--- src/rtl/tick_timer_ctrl.sv ---
// tick_timer_ctrl: one shared programmable tick prescaler feeding NCH
// independent countdown channels. Each channel expires after a programmed
// number of ticks. Expiry raises a one-cycle expire pulse and a sticky
// irq_pend bit.
module tick_timer_ctrl #(
  parameter int NCH = 4,
  parameter int DIVW = 27,
  parameter logic [DIVW-1:0] DEFAULT_DIV = DIVW'(49_999_999),
  parameter int TW = 16,
  localparam int CHW = (NCH > 1) ? $clog2(NCH) : 1
) (
  input  logic            clk,
  input  logic            reset,
  input  logic            tick_en,
  input  logic            cfg_we,
  input  logic [DIVW-1:0] cfg_div,
  output logic            cfg_err,
  input  logic            arm_valid,
  input  logic [CHW-1:0]  arm_ch,
  input  logic [TW-1:0]   arm_ticks,
  output logic            arm_ready,
  input  logic [NCH-1:0]  cancel,
  input  logic [NCH-1:0]  irq_clr,
  output logic            tick,
  output logic [NCH-1:0]  busy,
  output logic [NCH-1:0]  expire,
  output logic [NCH-1:0]  irq_pend,
  output logic            irq
);

  typedef enum logic {
    IDLE = 1'b0,
    RUN  = 1'b1
  } ch_state_t;

  // arm_ch can address slots beyond NCH when NCH is not a power of two.
  // Those phantom slots are treated as permanently busy so they never accept.
  localparam int NPAD = 1 << CHW;

  logic [DIVW-1:0] div_reg;
  logic [DIVW-1:0] presc_reg;
  logic            tick_reg;
  logic            cfg_err_reg;
  logic [NCH-1:0]  irq_pend_reg;
  logic [NPAD-1:0] busy_pad;
  logic            cfg_ok;

  // A new divide value is only accepted while no channel is counting.
  // Otherwise running timeouts would silently change length.
  assign cfg_ok = cfg_we & ~(|busy);

  // Prescaler and divide register. An accepted config write restarts the count.
  always_ff @(posedge clk or negedge reset) begin
    if (!reset) begin
      div_reg     <= DEFAULT_DIV;
      presc_reg   <= '0;
      tick_reg    <= 1'b0;
      cfg_err_reg <= 1'b0;
    end else begin
      cfg_err_reg <= cfg_we & (|busy);
      if (cfg_ok) begin
        div_reg   <= cfg_div;
        presc_reg <= '0;
        tick_reg  <= 1'b0;
      end else if (tick_en) begin
        if (presc_reg == div_reg) begin
          presc_reg <= '0;
          tick_reg  <= 1'b1;
        end else begin
          presc_reg <= presc_reg + DIVW'(1);
          tick_reg  <= 1'b0;
        end
      end else begin
        tick_reg <= 1'b0;
      end
    end
  end

  genvar gi;
  generate
    for (gi = 0; gi < NPAD; gi++) begin : g_pad
      if (gi < NCH) begin : g_real
        assign busy_pad[gi] = busy[gi];
      end else begin : g_phantom
        assign busy_pad[gi] = 1'b1;
      end
    end
  endgenerate

  assign arm_ready = ~busy_pad[arm_ch];

  generate
    for (gi = 0; gi < NCH; gi++) begin : g_ch
      ch_state_t     state_reg, state_next;
      logic [TW-1:0] remaining_reg, remaining_next;
      logic          expire_reg, expire_next;
      logic          arm_hit;

      assign arm_hit = arm_valid & arm_ready & (arm_ch == CHW'(gi));

      // Channel state, remaining tick count and registered expiry pulse.
      always_ff @(posedge clk or negedge reset) begin
        if (!reset) begin
          state_reg     <= IDLE;
          remaining_reg <= '0;
          expire_reg    <= 1'b0;
        end else begin
          state_reg     <= state_next;
          remaining_reg <= remaining_next;
          expire_reg    <= expire_next;
        end
      end

      // Next-state logic. Cancel is checked before the tick so it suppresses a coincident expiry.
      always_comb begin
        state_next     = state_reg;
        remaining_next = remaining_reg;
        expire_next    = 1'b0;
        case (state_reg)
          IDLE: begin
            // A tick in the arming cycle is ignored because the channel is still IDLE.
            if (arm_hit) begin
              if (arm_ticks == '0) begin
                expire_next = 1'b1;
              end else begin
                state_next     = RUN;
                remaining_next = arm_ticks;
              end
            end
          end
          RUN: begin
            if (cancel[gi]) begin
              state_next     = IDLE;
              remaining_next = '0;
            end else if (tick_reg) begin
              if (remaining_reg == TW'(1)) begin
                state_next     = IDLE;
                remaining_next = '0;
                expire_next    = 1'b1;
              end else begin
                remaining_next = remaining_reg - TW'(1);
              end
            end
          end
          default: begin
            state_next     = IDLE;
            remaining_next = '0;
          end
        endcase
      end

      assign busy[gi]   = (state_reg == RUN);
      assign expire[gi] = expire_reg;
    end
  endgenerate

  // Sticky expiry flags. A new expiry wins over a clear in the same cycle.
  always_ff @(posedge clk or negedge reset) begin
    if (!reset) begin
      irq_pend_reg <= '0;
    end else begin
      irq_pend_reg <= (irq_pend_reg & ~irq_clr) | expire;
    end
  end

  assign tick     = tick_reg;
  assign cfg_err  = cfg_err_reg;
  assign irq_pend = irq_pend_reg;
  assign irq      = |irq_pend_reg;

endmodule

--- config.mk ---
export PLATFORM = sky130hd
export DESIGN_NAME = tick_timer_ctrl
export DESIGN_NICKNAME = d
export VERILOG_FILES = /design/src/rtl/tick_timer_ctrl.sv
export SDC_FILE = /design/constraint.sdc
export NUM_CORES = 1
export LEC_CHECK = 0
export CAP_MARGIN = 20
export CELL_PAD_IN_SITES_DETAIL_PLACEMENT = 1
export CELL_PAD_IN_SITES_GLOBAL_PLACEMENT = 2
export CORE_UTILIZATION = 39
export DETAILED_ROUTE_END_ITERATION = 16
export PLACE_DENSITY_LB_ADDON = 0.1
export SYNTH_ARGS = -nofsm -noshare
export SYNTH_HDL_FRONTEND = slang
export SYNTH_SLANG_ARGS = --single-unit
--- constraint.sdc ---
create_clock -name clk -period 4.05 [get_ports clk]
set_clock_uncertainty 0.2 [all_clocks]
set_input_delay 0.405 -clock clk [delete_from_list [all_inputs] [get_ports clk]]
set_output_delay 0.405 -clock clk [all_outputs]
set_load 0.05 [all_outputs]
==> run_results.csv, run 1 <==
group,metric,value,unit
clock_tree,cts_setup_buffers,0,
placed_design,place.gp.congestion,0.847,
sta,tightest_slew,0.981,ns
synthesis,synth_seq_cells,132,
global_route,grt_max_degree,100,
setup_path,end_kind,"output pin",
synthesis,synth_cells,819,
setup_path,worstSetupPathType,"primary input to output pin",
clock_tree,holdBufCountCts,1,
die,rows,50,
sta,period_share,76.8,%
clock_tree,cts_buffers,17,
finish,layout-drive-gt1-share,11.6,%
die,io_pins,74,
synthesis,syn_nets,886,
die,die_y,141,um
synthesis,ys_seq_area_share,43.9,%
synthesis,netlist_area,0.00757,sq mm
clock_tree,cts.sinks,132,
synthesis,synth_edf_count,0,
sta,finalSetupTns,0,ns
sta,setup_viol,0,
power,powerDensity,509,mW/mm^2
min_path,hp-class,"flip-flop to flip-flop",
die,fp.coreArea,0.0189,sq mm
clock_tree,root_buffer,"clkbuf_16",
setup_path,worst_setup_path_start_kind,"primary input",
global_route,antenna_found_initial,0,
synthesis,ys_async_sr_fraction,100,%
sta,fmax,321,MHz
detailed_routing,drt_iter0_drc,237,
sta,final_hold_viol_count,0,
global_route,grt_use_total,24.5,%
setup_path,cp_max_fo,8,
sta,rsz0062_at_grt,"no",
global_route,grt_pass1_vias,7077,
detailed_routing,dr.pass1.iters,4,
sta,final.min_clock_period,3.11,ns
sta,relSlewSlack,34.6,%
clock_tree,htreeDepth,4,
die,dieWidth,141,um
synthesis,synthFlopType,"dfrtp_1",
finish,area_growth,20.7,%
detailed_routing,ant_nets,0,
placed_design,port_buffers,73,
detailed_routing,drt_wl_total,23100,um
die,initial_core_util,40.1,%
clock_tree,clkTransAtPathRegs,0.06,ns
synthesis,yosys_warnings,0,
detailed_routing,wire_per_inst,20.2,um
outcome,outcome,"completed",
synthesis,syn_avg_cell_area,9.24,sq um
finish,final_core_util,48.3,%
detailed_routing,drc,0,
die,dieArea,0.0200,sq mm
detailed_routing,num_vias,6599,
synthesis,synth_cell_types,67,
finish,antenna_cells,0,
power,vdd_drop_max,0.318,mV
global_route,grt_overflow,0,
sta,slew_violations,0,
setup_path,required,3.44,ns
clock_tree,postCtsResizedCells,0,
run,timing.max_cap.violations,0,
finish,largest_reg_flops,64,
setup_path,arrival,2.51,ns
clock_tree,clk-insertion-delay-late,0.43,ns
finish,final_nets,940,
placed_design,hpwl,16500,um
detailed_routing,viasPerCell,5.76,
power,total_leakage_power,0.00372,uW
global_route,grt_pass1_wl,37700,um
finish,fillers,2154,
clock_tree,cts_tree,"done",
clock_tree,clockBufferDepth,2,
## cells in the mapped netlist (7+ instances only)
cell,instances,area [sq um]
and2_1,9,56.3
xnor2_1,33,289
xor2_1,10,87.6
nand2b_1,7,43.8
nand2_1,51,191
mux2_2,27,304
ha_1,9,113
o32ai_1,12,105
o22ai_1,20,125
o21ai_0,87,435
nor3_1,38,190
nand3_1,24,120
buf_4,10,75.1
buf_2,10,50.1
nor4_1,19,119
inv_1,44,165
dfrtp_1,114,2850
nand4_1,18,113
dfstp_2,18,473
a21o_1,9,67.6
clkbuf_1,25,93.8
a22oi_1,10,75.1
a21oi_1,32,160
nor2_1,65,244
a22o_1,24,210
## logic make-up after synthesis
group / synth area share [%]
AO/OA/AOI/OAI: 21.4
buffers and inverters: 5.44
adder cells (fa/ha/maj): 1.49
XOR/XNOR: 4.98
AND/OR/NAND/NOR: 18.3
multiplexers: 4.45
flip-flops: 43.9
## power by group
group          switching [uW]  total (uW)  internal [uW]  leakage [uW]
Combinational             576        1020            441       0.00174
Sequential                263        1870           1610       0.00166
Clock                     618        1760           1140      0.000319
Total                    1460        4650           3190       0.00372
## layout by cell type (no fill, tap or decap), types with 4 or more instances in the layout
master / synthesis / layout
nand3_1: 24 / 24
nor3_1: 38 / 38
or3_1: 4 / 4
nor4_1: 19 / 19
nand2_1: 51 / 51
a21o_1: 9 / 9
clkdlybuf4s50_1: 0 / 72
a22o_1: 24 / 24
o32ai_1: 12 / 12
and3_1: 6 / 6
a21oi_1: 32 / 32
and2_1: 9 / 9
nand4_1: 18 / 18
o21ai_0: 87 / 87
o21a_1: 5 / 5
nor2_1: 65 / 65
o2bb2ai_1: 4 / 4
nand2b_1: 7 / 7
buf_4: 10 / 9
dfstp_2: 18 / 18
a32oi_1: 6 / 6
inv_1: 44 / 44
a22oi_1: 10 / 10
o22ai_1: 20 / 20
xor2_1: 10 / 10
or4_1: 5 / 5
clkbuf_16: 0 / 17
o32a_1: 4 / 4
bufinv_16: 0 / 5
nor2b_1: 6 / 6
dfrtp_1: 114 / 114
xnor2_1: 33 / 33
mux2_2: 27 / 27
ha_1: 9 / 9
## worst max-delay path, stage by stage
cell and delay, ns:
clkdlybuf4s50_1 0.66, mux4_2 0.58, inv_1 0.07, clkdlybuf4s50_1 0.79
## final timing paths
check,from,to,slack [ns],depth (start not counted)
max,arm_ch[1],arm_ready,0.94,4
min in group asynchronous,reset,g_ch[1].remaining_reg[7],0.43,2
min reg2reg,g_ch[2].expire_reg,irq_pend[2],0.25,1
min,g_ch[2].expire_reg,irq_pend[2],0.25,1
max in group asynchronous,reset,g_ch[0].remaining_reg[9],2.26,3
max reg2reg,presc_reg[7],presc_reg[23],1.15,6
## layout make-up
class / count / area (sq um) / area share [%]
Clock buffer: 20 / 467 / 5.11
Clock inverter: 11 / 196 / 2.15
Sequential cell: 132 / 3330 / 36.4
Timing Repair Buffer: 83 / 810 / 8.86
Multi-Input combinational cell: 593 / 3840 / 42.0
Tap cell: 260 / 325 / 3.56
Inverter: 46 / 173 / 1.89
## metal layers
layer / GRT usage [%] / vias up / routed length, um
met5: 0 / - / 0
met4: 12.1 / 0 / 817
li1: - / 3115 / -
met1: 30.5 / 3288 / 10100
met3: 3.85 / 45 / 814
met2: 41.3 / 151 / 11300
## metrics by stage
| stage | instances | setup slack [ns] | total power [uW] | hold WS (ns) | cell area [sq um] |
|---|---|---|---|---|---|
| floorplan | 819 | 1.81 | 2530 | -0.0906 | 7570 |
| global placement | 1113 | 0.891 | 2850 | 0.235 | 8460 |
| detailed placement | 1113 | 0.783 | 2900 | 0.245 | 8460 |
| CTS | 1145 | 0.939 | 4690 | 0.258 | 9130 |
| global route | 1145 | 0.850 | 4890 | 0.287 | 9130 |
| finish | 1145 | 0.939 | 4650 | 0.254 | 9130 |
Power figures use the tool's default switching activity.
==> inputs of run 2 (changes only) <==
Settings changed: CORE_UTILIZATION 39 to 36.
Clock period 4.05 ns to 3.05 ns, I/O delays scaled along.
==> run 2 against run 1 <==
Net effect:
- setup slack worse by 0.63 ns
- clock power increased by 32%
- cell count up 3.6%
- sequential cell count unchanged
- utilization is 2.5 points lower
- via count increased by 1.2%
- global-route usage down 1.1 points
- critical endpoint is now g_ch[1].remaining_reg[14]
==> run_results.csv, run 2 (synthesized netlist as in run 1, its figures left out) <==
group,metric,value,unit
outcome,outcome,"completed",
sta,fmax,365,MHz
clock_tree,holdBufCountCts,1,
global_route,antenna_found_initial,0,
clock_tree,cts_setup_buffers,0,
finish,area_growth,23.8,%
die,fp.coreArea,0.0204,sq mm
run,timing.max_cap.violations,0,
die,initial_core_util,37.1,%
global_route,grt_pass1_wl,39200,um
sta,period_share,89.9,%
placed_design,place.gp.congestion,0.934,
clock_tree,cts_tree,"done",
finish,final_cell_mix,"114 x dfrtp_1, 87 x o21ai_0, 71 x clkdlybuf4s50_1, 65 x nor2_1, 51 x nand2_1",
setup_path,end_kind,"flip-flop",
sta,relSlewSlack,38.6,%
setup_path,crit_end,"g_ch[1].remaining_reg[14]",
clock_tree,cts.sinks,132,
detailed_routing,drc,0,
die,dieArea,0.0216,sq mm
finish,layout-drive-gt1-share,14.6,%
detailed_routing,wire_per_inst,20.2,um
detailed_routing,drt_wl_total,23900,um
detailed_routing,drt_iter0_drc,221,
global_route,grt_pass1_vias,7261,
sta,final.min_clock_period,2.74,ns
die,die_y,147,um
placed_design,hpwl,17600,um
clock_tree,postCtsResizedCells,0,
die,rows,52,
power,total_leakage_power,0.00387,uW
sta,slew_violations,0,
sta,setup_viol,0,
sta,rsz0062_at_grt,"no",
sta,setup_ws,0.308,ns
global_route,grt_max_degree,46,
setup_path,worstSetupPathType,"primary input to flip-flop",
sta,tightest_slew,0.920,ns
die,dieWidth,147,um
detailed_routing,ant_nets,0,
setup_path,required,3.18,ns
detailed_routing,dr.pass1.iters,4,
sta,worst_hold_slack,0.188,ns
placed_design,pre_cts_slack,-0.100,ns
global_route,grt_use_total,23.3,%
setup_path,arrival,2.87,ns
finish,antenna_cells,0,
power,finalPower,6220,uW
finish,layout_commonest_cell,"dfrtp_1",
die,io_pins,74,
setup_path,cp_max_fo,22,
setup_path,worst_setup_path_start_kind,"primary input",
setup_path,regToRegStartpoint,"g_ch[3].remaining_reg[6]",
detailed_routing,num_vias,6681,
power,powerDensity,664,mW/mm^2
clock_tree,clk-insertion-delay-late,0.43,ns
clock_tree,root_buffer,"clkbuf_16",
clock_tree,cts_buffers,17,
setup_path,reg2reg_depth,6,
clock_tree,clockBufferDepth,2,
placed_design,port_buffers,73,
finish,final_area,0.00937,sq mm
global_route,grt_overflow,0,
setup_path,r2r-end,"g_ch[3].remaining_reg[3]",
finish,largest_reg_flops,64,
clock_tree,htreeDepth,4,
power,vdd_drop_max,0.315,mV
min_path,hp-class,"primary input to asynchronous set/reset pin",
finish,final_nets,970,
setup_path,cp-startpoint,"arm_ticks[3]",
detailed_routing,viasPerCell,5.63,
placed_design,place_area,0.00870,sq mm
sta,final_hold_viol_count,0,
setup_path,reg2reg_slack,0.38,ns
clock_tree,clkTransAtPathRegs,0.06,ns
-- run 2: cell count changes in the layout (fill, tap and decap cells not counted), sizes merged --
cell / change
clkinvlp: -1
inv: -1
clkinv: +2
clkbuf: +1
clkdlybuf4s50: -1
buf: +31
-- run 2: stage by stage --
stage | cells | TNS (ns) | util (%)
after floorplan | 819 | 0 | -
after global placement | 1153 | -0.00309 | 42.6
after detailed placement | 1153 | -0.527 | 42.6
after CTS | 1186 | 0 | 45.9
after global routing | 1186 | 0 | 45.9
final | 1186 | 0 | 45.9
-- run 2: per-layer routing --
layer | wire [um] | track usage (%)
met5 | 0 | 0
met3 | 797 | 3.48
met1 | 10100 | 27.7
met4 | 674 | 9.43
met2 | 12400 | 42.0
-- run 2: layout make-up --
| cell class | instances | area (sq um) |
|---|---|---|
| multi-input combinational | 593 | 3840 |
| clock inverter | 11 | 198 |
| tap | 270 | 338 |
| sequential | 132 | 3330 |
| fill | 2362 | 11100 |
| clock buffer | 21 | 470 |
| inverter | 46 | 173 |
| timing repair buffer | 113 | 1030 |
-- run 2: critical path, stage by stage --
cell and delay, ns:
clkdlybuf4s50_1 0.54, nor4_1 0.59, a41o_1 0.35, or4b_1 0.18, and2_1 0.56, o21ai_0 0.21
o21ai_0 0.13
-- run 2: how the worst min path moves through the flow --
stage	startpoint	endpoint	slack [ns]	cells after the start
after floorplan	reset	cfg_err	-0.19	0
after detailed placement	reset	g_ch[1].remaining_reg[7]	0.07	1
after global routing	reset	g_ch[1].remaining_reg[7]	0.22	2
final	reset	g_ch[1].remaining_reg[7]	0.19	2
after global placement	reset	g_ch[1].remaining_reg[7]	0.07	1
after CTS	reset	g_ch[1].remaining_reg[7]	0.19	2
-- run 2: power breakdown --
group	total, uW	switching, uW	internal, uW
registers	2500	357	2140
clock network	2330	804	1520
logic	1400	770	632
==> inputs of run 3 (changes only) <==
Settings changed: CORE_UTILIZATION 36 to 39.
Clock period 3.05 ns to 3.5 ns, I/O delays scaled along.
==> run 3 against run 2 <==
Net effect:
- setup slack gained 0.19 ns
- global-route usage rose by 1.8 points
- sequential share of layout area grew 0.74 points
- highest routed layer unchanged
- die area is 7.6% lower
- largest power group unchanged
- sequential power decreased by 13%
- utilization is 2.7 points higher
- critical path depth decreased by 3
- cell count decreased by 2.4%
- largest cell class unchanged
- combinational power is 14% lower
- via count grew 0.78%
- critical endpoint is now arm_ready
==> run_results.csv, run 3 (synthesized netlist as in run 1, its figures left out) <==
group,metric,value,unit
setup_path,max_stage_delay,0.79,ns
setup_path,crit_slowest_cell,"clkdlybuf4s50_1",
power,finalPower,5310,uW
power,p_comb_share,22.7,%
min_path,hp-class,"flip-flop to flip-flop",
power,power_frac_seq,41.0,%
clock_tree,postCtsResizedCells,0,
placed_design,hpwl,17100,um
setup_path,reg2reg_slack,0.85,ns
finish,final_cell_mix,"114 x dfrtp_1, 87 x o21ai_0, 72 x clkdlybuf4s50_1, 65 x nor2_1, 51 x nand2_1",
power,swShare,32.2,%
power,intPower,3600,uW
die,dieWidth,141,um
detailed_routing,num_vias,6733,
clock_tree,cts_setup_buffers,0,
detailed_routing,drc,0,
detailed_routing,wire_per_inst,20.4,um
setup_path,reg2reg_depth,6,
global_route,grt_overflow,0,
die,fp.coreArea,0.0189,sq mm
detailed_routing,routed-wl-met2,11900,um
setup_path,cpMostUsedCell,"clkdlybuf4s50_1",
setup_path,crit_family,"buffers and inverters",
sta,period_share,85.7,%
detailed_routing,ant_nets,0,
finish,final_area,0.00918,sq mm
global_route,antenna_found_initial,0,
global_route,grt_pass1_wl,38700,um
sta,setup_viol,0,
sta,fmax,334,MHz
sta,final_hold_viol_count,0,
finish,layout_commonest_cell,"dfrtp_1",
finish,area_growth,21.3,%
clock_tree,root_buffer,"clkbuf_16",
detailed_routing,dr_wl_met3,772,um
finish,final_nets,951,
outcome,outcome,"completed",
power,p_switching,1710,uW
die,io_pins,74,
detailed_routing,top_layer,"met4",
setup_path,end_kind,"output pin",
power,pwr-share-clk,36.3,%
finish,antenna_cells,0,
placed_design,place.gp.congestion,0.853,
setup_path,r2r-end,"g_ch[3].remaining_reg[4]",
detailed_routing,drt_iter0_drc,274,
clock_tree,clockBufferDepth,2,
finish,layout-drive-gt1-share,12.6,%
sta,finalSetupTns,0,ns
detailed_routing,drt_wl_total,23600,um
clock_tree,clk-insertion-delay-late,0.42,ns
detailed_routing,viasPerCell,5.82,
sta,tightest_slew,0.936,ns
clock_tree,cts_tree,"done",
min_path,holdPathStages,1,
global_route,grt_pass1_vias,7217,
setup_path,cp_max_fo,8,
min_path,hp-start,"g_ch[1].expire_reg",
placed_design,port_buffers,73,
power,powerDensity,578,mW/mm^2
die,die_y,141,um
sta,slew_violations,0,
sta,relSlewSlack,37.6,%
setup_path,worst_setup_path_start_kind,"primary input",
clock_tree,clkTransAtPathRegs,0.06,ns
clock_tree,cts.sinks,132,
die,dieArea,0.0200,sq mm
detailed_routing,dr.pass1.iters,5,
setup_path,regToRegStartpoint,"g_ch[3].state_reg",
min_path,whs_endpoint,"irq_pend[1]",
die,rows,50,
power,total_leakage_power,0.00375,uW
placed_design,place_area,0.00854,sq mm
run,timing.max_cap.violations,0,
sta,rsz0062_at_grt,"no",
sta,final.min_clock_period,3.00,ns
setup_path,required,2.95,ns
die,initial_core_util,40.1,%
detailed_routing,wl_met1,10000,um
global_route,grt_max_degree,74,
clock_tree,cts_buffers,17,
global_route,grt_use_total,25.1,%
power,vdd_drop_max,0.331,mV
setup_path,critPathBufInv,3,
clock_tree,htreeDepth,4,
setup_path,cp.depth,4,
setup_path,arrival,2.45,ns
sta,setup_ws,0.502,ns
setup_path,worstSetupPathType,"primary input to output pin",
placed_design,pre_cts_slack,0.261,ns
setup_path,cp_cell_sequence,"clkdlybuf4s50_1 -> mux4_2 -> inv_1 -> clkdlybuf4s50_1",
finish,largest_reg_flops,64,
==> run 3: final cells by class <==
class                   instances  area [sq um]
multi-input cells             593          3840
well taps                     260           325
flip-flops and latches        132          3330
fillers                      2151          9710
inverters                      46           173
clock buffers                  19           433
clock inverters                13           195
repair buffers                 94           892
==> run 3: repair_timing <==
item | 4_1_cts | 5_1_grt
endpoints found under the hold margin | 70 | 0
hold buffers | 1 | 0
endpoints found under the setup margin | 0 | 0
==> run 3: power groups by stage <==
stage	Combinational, uW	Clock [uW]	Sequential [uW]
2_1_floorplan	831	0	2100
3_3_place_gp	1150	0	2170
3_5_place_dp	1200	0	2190
4_1_cts	1210	1970	2170
5_1_grt	1340	2030	2230
6_report	1200	1920	2180
==> run 3: worst max-delay path by stage <==
stage,from,endpoint,slack (ns)
after CTS,g_ch[1].state_reg,arm_ready,0.49
final,arm_ch[1],arm_ready,0.50
after floorplan,g_ch[0].remaining_reg[11],g_ch[0].remaining_reg[13],1.26
after global placement,arm_ticks[11],g_ch[1].remaining_reg[11],0.34
after detailed placement,arm_ticks[11],g_ch[1].remaining_reg[5],0.26
after global routing,g_ch[3].state_reg,arm_ready,0.43
==> run 3: worst reg2reg max path: stages, from the launching register on <==
cell      delay [ns]
dfrtp_1         0.70
clkinv_1        0.42
nor2_1          0.32
o31ai_4         0.24
buf_4           0.23
o32a_1          0.32
o21ai_0         0.15
==> run 3: through the flow <==
stage	instances	hold WS (ns)	util (%)
global placement	1124	0.240	45.2
CTS	1157	0.268	48.6
finish	1157	0.263	48.6
global route	1157	0.299	48.6
floorplan	819	-0.146	-
detailed placement	1124	0.243	45.2
==> run 3: metal layers <==
metal  vias to the layer above  track usage (%)
met4                         0             12.2
li1                       3146                -
met3                        40             4.42
met2                       152             43.4
met5                         -                0
met1                      3395             30.3
==> patch: new RTL, config.mk and constraints of run 2 <==
The parameter `NCH` goes from 4 to 2.
--- a/src/rtl/tick_timer_ctrl.sv
+++ b/src/rtl/tick_timer_ctrl.sv
@@ -3,7 +3,7 @@
 // number of ticks. Expiry raises a one-cycle expire pulse and a sticky
 // irq_pend bit.
 module tick_timer_ctrl #(
-  parameter int NCH = 4,
+  parameter int NCH = 2,
   parameter int DIVW = 27,
   parameter logic [DIVW-1:0] DEFAULT_DIV = DIVW'(49_999_999),
   parameter int TW = 16,
Ports: changed (6 resized); port bits go from 74 to 63. The function was not compared with the original's and may differ.
==> patch against run 2 <==
Combinational power shrank 34%. Register-to-register slack gained 0.26 ns. Largest cell class unchanged. Area after synthesis shrank 30%. Maximum frequency grew 7.2%. Sequential cell count shrank 38. Cell area shrank 31%. Die area shrank 30%. Setup slack gained 0.18 ns. Total power shrank 37%. Routed wire length shrank 33%.
==> patch: results (changes against run 2) <==
layout-drive-gt1-share_pct: 12.3  # was 14.6%
status: "completed"  # unchanged
clk_pin_slew_ns: 0.07
yosysSeqAreaShare_pct: 45.1  # was 43.9%
largest_reg_flops: 32  # was 64
antenna_cells: 0  # unchanged
synthAdderAreaFrac_pct: 1.19  # was 1.49%
io_buffers: 62  # was 73
grt_pass1_wl_um: 26100  # was 39200 um
synthTopCellsByCount: "nand2_1, dfrtp_1, xor2_1"  # was dfrtp_1, o21ai_0, nor2_1
post-place-ws_ns: 0.358  # was -0.100 ns
drtPass1Iterations: 4  # unchanged
hp-start: "cfg_div[25]"
synth_xor_area_share_pct: 8.65  # was 4.98%
ys_types: 56  # was 67
ant_nets: 0  # unchanged
drt-wirelength-per-cell_um: 19.3  # was 20.2 um
clk_latency_ns: 0.36  # was 0.43 ns
fillerInstances: 1616  # was 2362
fin_nets: 702  # was 970
antenna_found_initial: 0  # unchanged
synthTopCellsByArea: "dfrtp_1, dfstp_2, nand2_1"  # was dfrtp_1, dfstp_2, o21ai_0
drt_iter0_drc: 230  # was 221
dominantRegCellSynth: "dfrtp_1"  # unchanged
cts_inserted_buffers: 9  # was 17
grt_pass1_vias: 4761  # was 7261
vdd.ir_drop.worst_v: 0.000357  # was 0.000315 V
syn_nets: 647  # was 886
ctsRootBufferMaster: "clkbuf_16"  # unchanged
power_leakage_nw: 2.81  # was 3.87 nW
yosys-mux-area-fraction_pct: 0.404  # was 4.45%
crit_arrival_ns: 2.05  # was 2.87 ns
sw_frac_of_total_pct: 32.5  # was 31.0%
synth_edf_count: 0  # unchanged
async_reset_ff_share_pct: 100  # unchanged
gp_congestion: 0.812  # was 0.934
yosysWarningCount: 0  # unchanged
hpwl_um: 11600  # was 17600 um
grt_usage_pct: 23.0  # was 23.3%
cts_max_level: 3  # was 4
synth_area_per_cell_um2: 8.94  # was 9.24 um2
routed_wl_um: 16000  # was 23900 um
grt_max_degree: 54  # was 46
path_max_fanout: 11  # was 22
synth_compound_area_share_pct: 15.4  # was 21.4%
holdCritPathClass: "in2reg"  # was in2async
place_inst: 811  # was 1153
vias: 4617  # was 6681
worstSetupStartpoint: "g_ch[1].state_reg"  # was arm_ticks[3]
cts_setup_buffers: 0  # unchanged
max_slew_margin_pct: 38.9  # was 38.6%
clockBufferDepth: 2  # unchanged
r2r-start: "g_ch[1].remaining_reg[7]"  # was g_ch[3].remaining_reg[6]
==> patch: cell count changes after synthesis, sizes merged, moves of 14 or more <==
cell / run 2 / this run
a21oi: 32 / 18
a22o: 24 / 2
a32oi: 6 / 21
dfrtp: 114 / 76
mux2: 27 / 1
nand2: 52 / 111
nor2: 66 / 44
nor3: 39 / 21
o21ai: 92 / 24
xnor2: 33 / 16
xor2: 10 / 36
==> patch: per-stage QoR <==
step	hold WS [ns]	cell area, um2	power [W]
CTS	0.227	6430	0.00395
global placement	0.143	6090	0.00262
global route	0.247	6440	0.00413
finish	0.241	6440	0.00392
floorplan	-0.191	5270	0.00227
detailed placement	0.144	6090	0.00266
==> patch: cell families after synthesis <==
family	count (synthesis)
buf+inv	70
fa+ha+maj	5
flops	94
xor+xnor	52
mux	2
compound gates	115
simple gates	251
==> patch: path summary, 6_finish.rpt <==
check | to | slack, ns | cells after the start
setup / recovery | arm_ready | 0.49 | 3
hold / removal | div_reg[25] | 0.24 | 3
setup reg to reg | g_ch[1].remaining_reg[6] | 0.64 | 5
hold reg to reg | irq_pend[1] | 0.27 | 1
max in group asynchronous | div_reg[14] | 1.60 | 3
min in group asynchronous | g_ch[0].remaining_reg[12] | 0.29 | 2
==> patch: critical path, stage by stage, from the launching register on <==
cell	delay (ns)
dfrtp_1	0.45
buf_4	0.21
mux2i_1	0.20
clkdlybuf4s50_1	0.84
==> patch: routing by layer <==
layer | vias to the layer above | GRT usage, % | wire length, um
li1 | 2188 | - | -
met1 | 2320 | 33.6 | 8230
met2 | 93 | 34.5 | 7010
met3 | 16 | 4.01 | 554
met4 | 0 | 7.32 | 237
met5 | - | 0 | 0
==> patch: layout make-up <==
| cell class | instances | area share (%) |
|---|---|---|
| inverter | 34 | 1.98 |
| clock buffer | 11 | 3.92 |
| clock inverter | 5 | 1.26 |
| sequential | 94 | 36.9 |
| tap | 180 | 3.50 |
| multi-input combinational | 425 | 40.4 |
| timing repair buffer | 80 | 12.1 |
==> patch: power groups by stage <==
stage / combinational [W] / clock, W / sequential [W]
floorplan: 0.000603 / 0 / 0.00167
global placement: 0.000892 / 0 / 0.00173
detailed placement: 0.000917 / 0 / 0.00174
CTS: 0.000922 / 0.00130 / 0.00172
global route: 0.00103 / 0.00135 / 0.00175
finish: 0.000919 / 0.00127 / 0.00172
==> patch: what timing repair did <==
action,CTS,global route
gates resized for setup,0,0
hold buffers,1,0
endpoints found under the hold margin,31,0
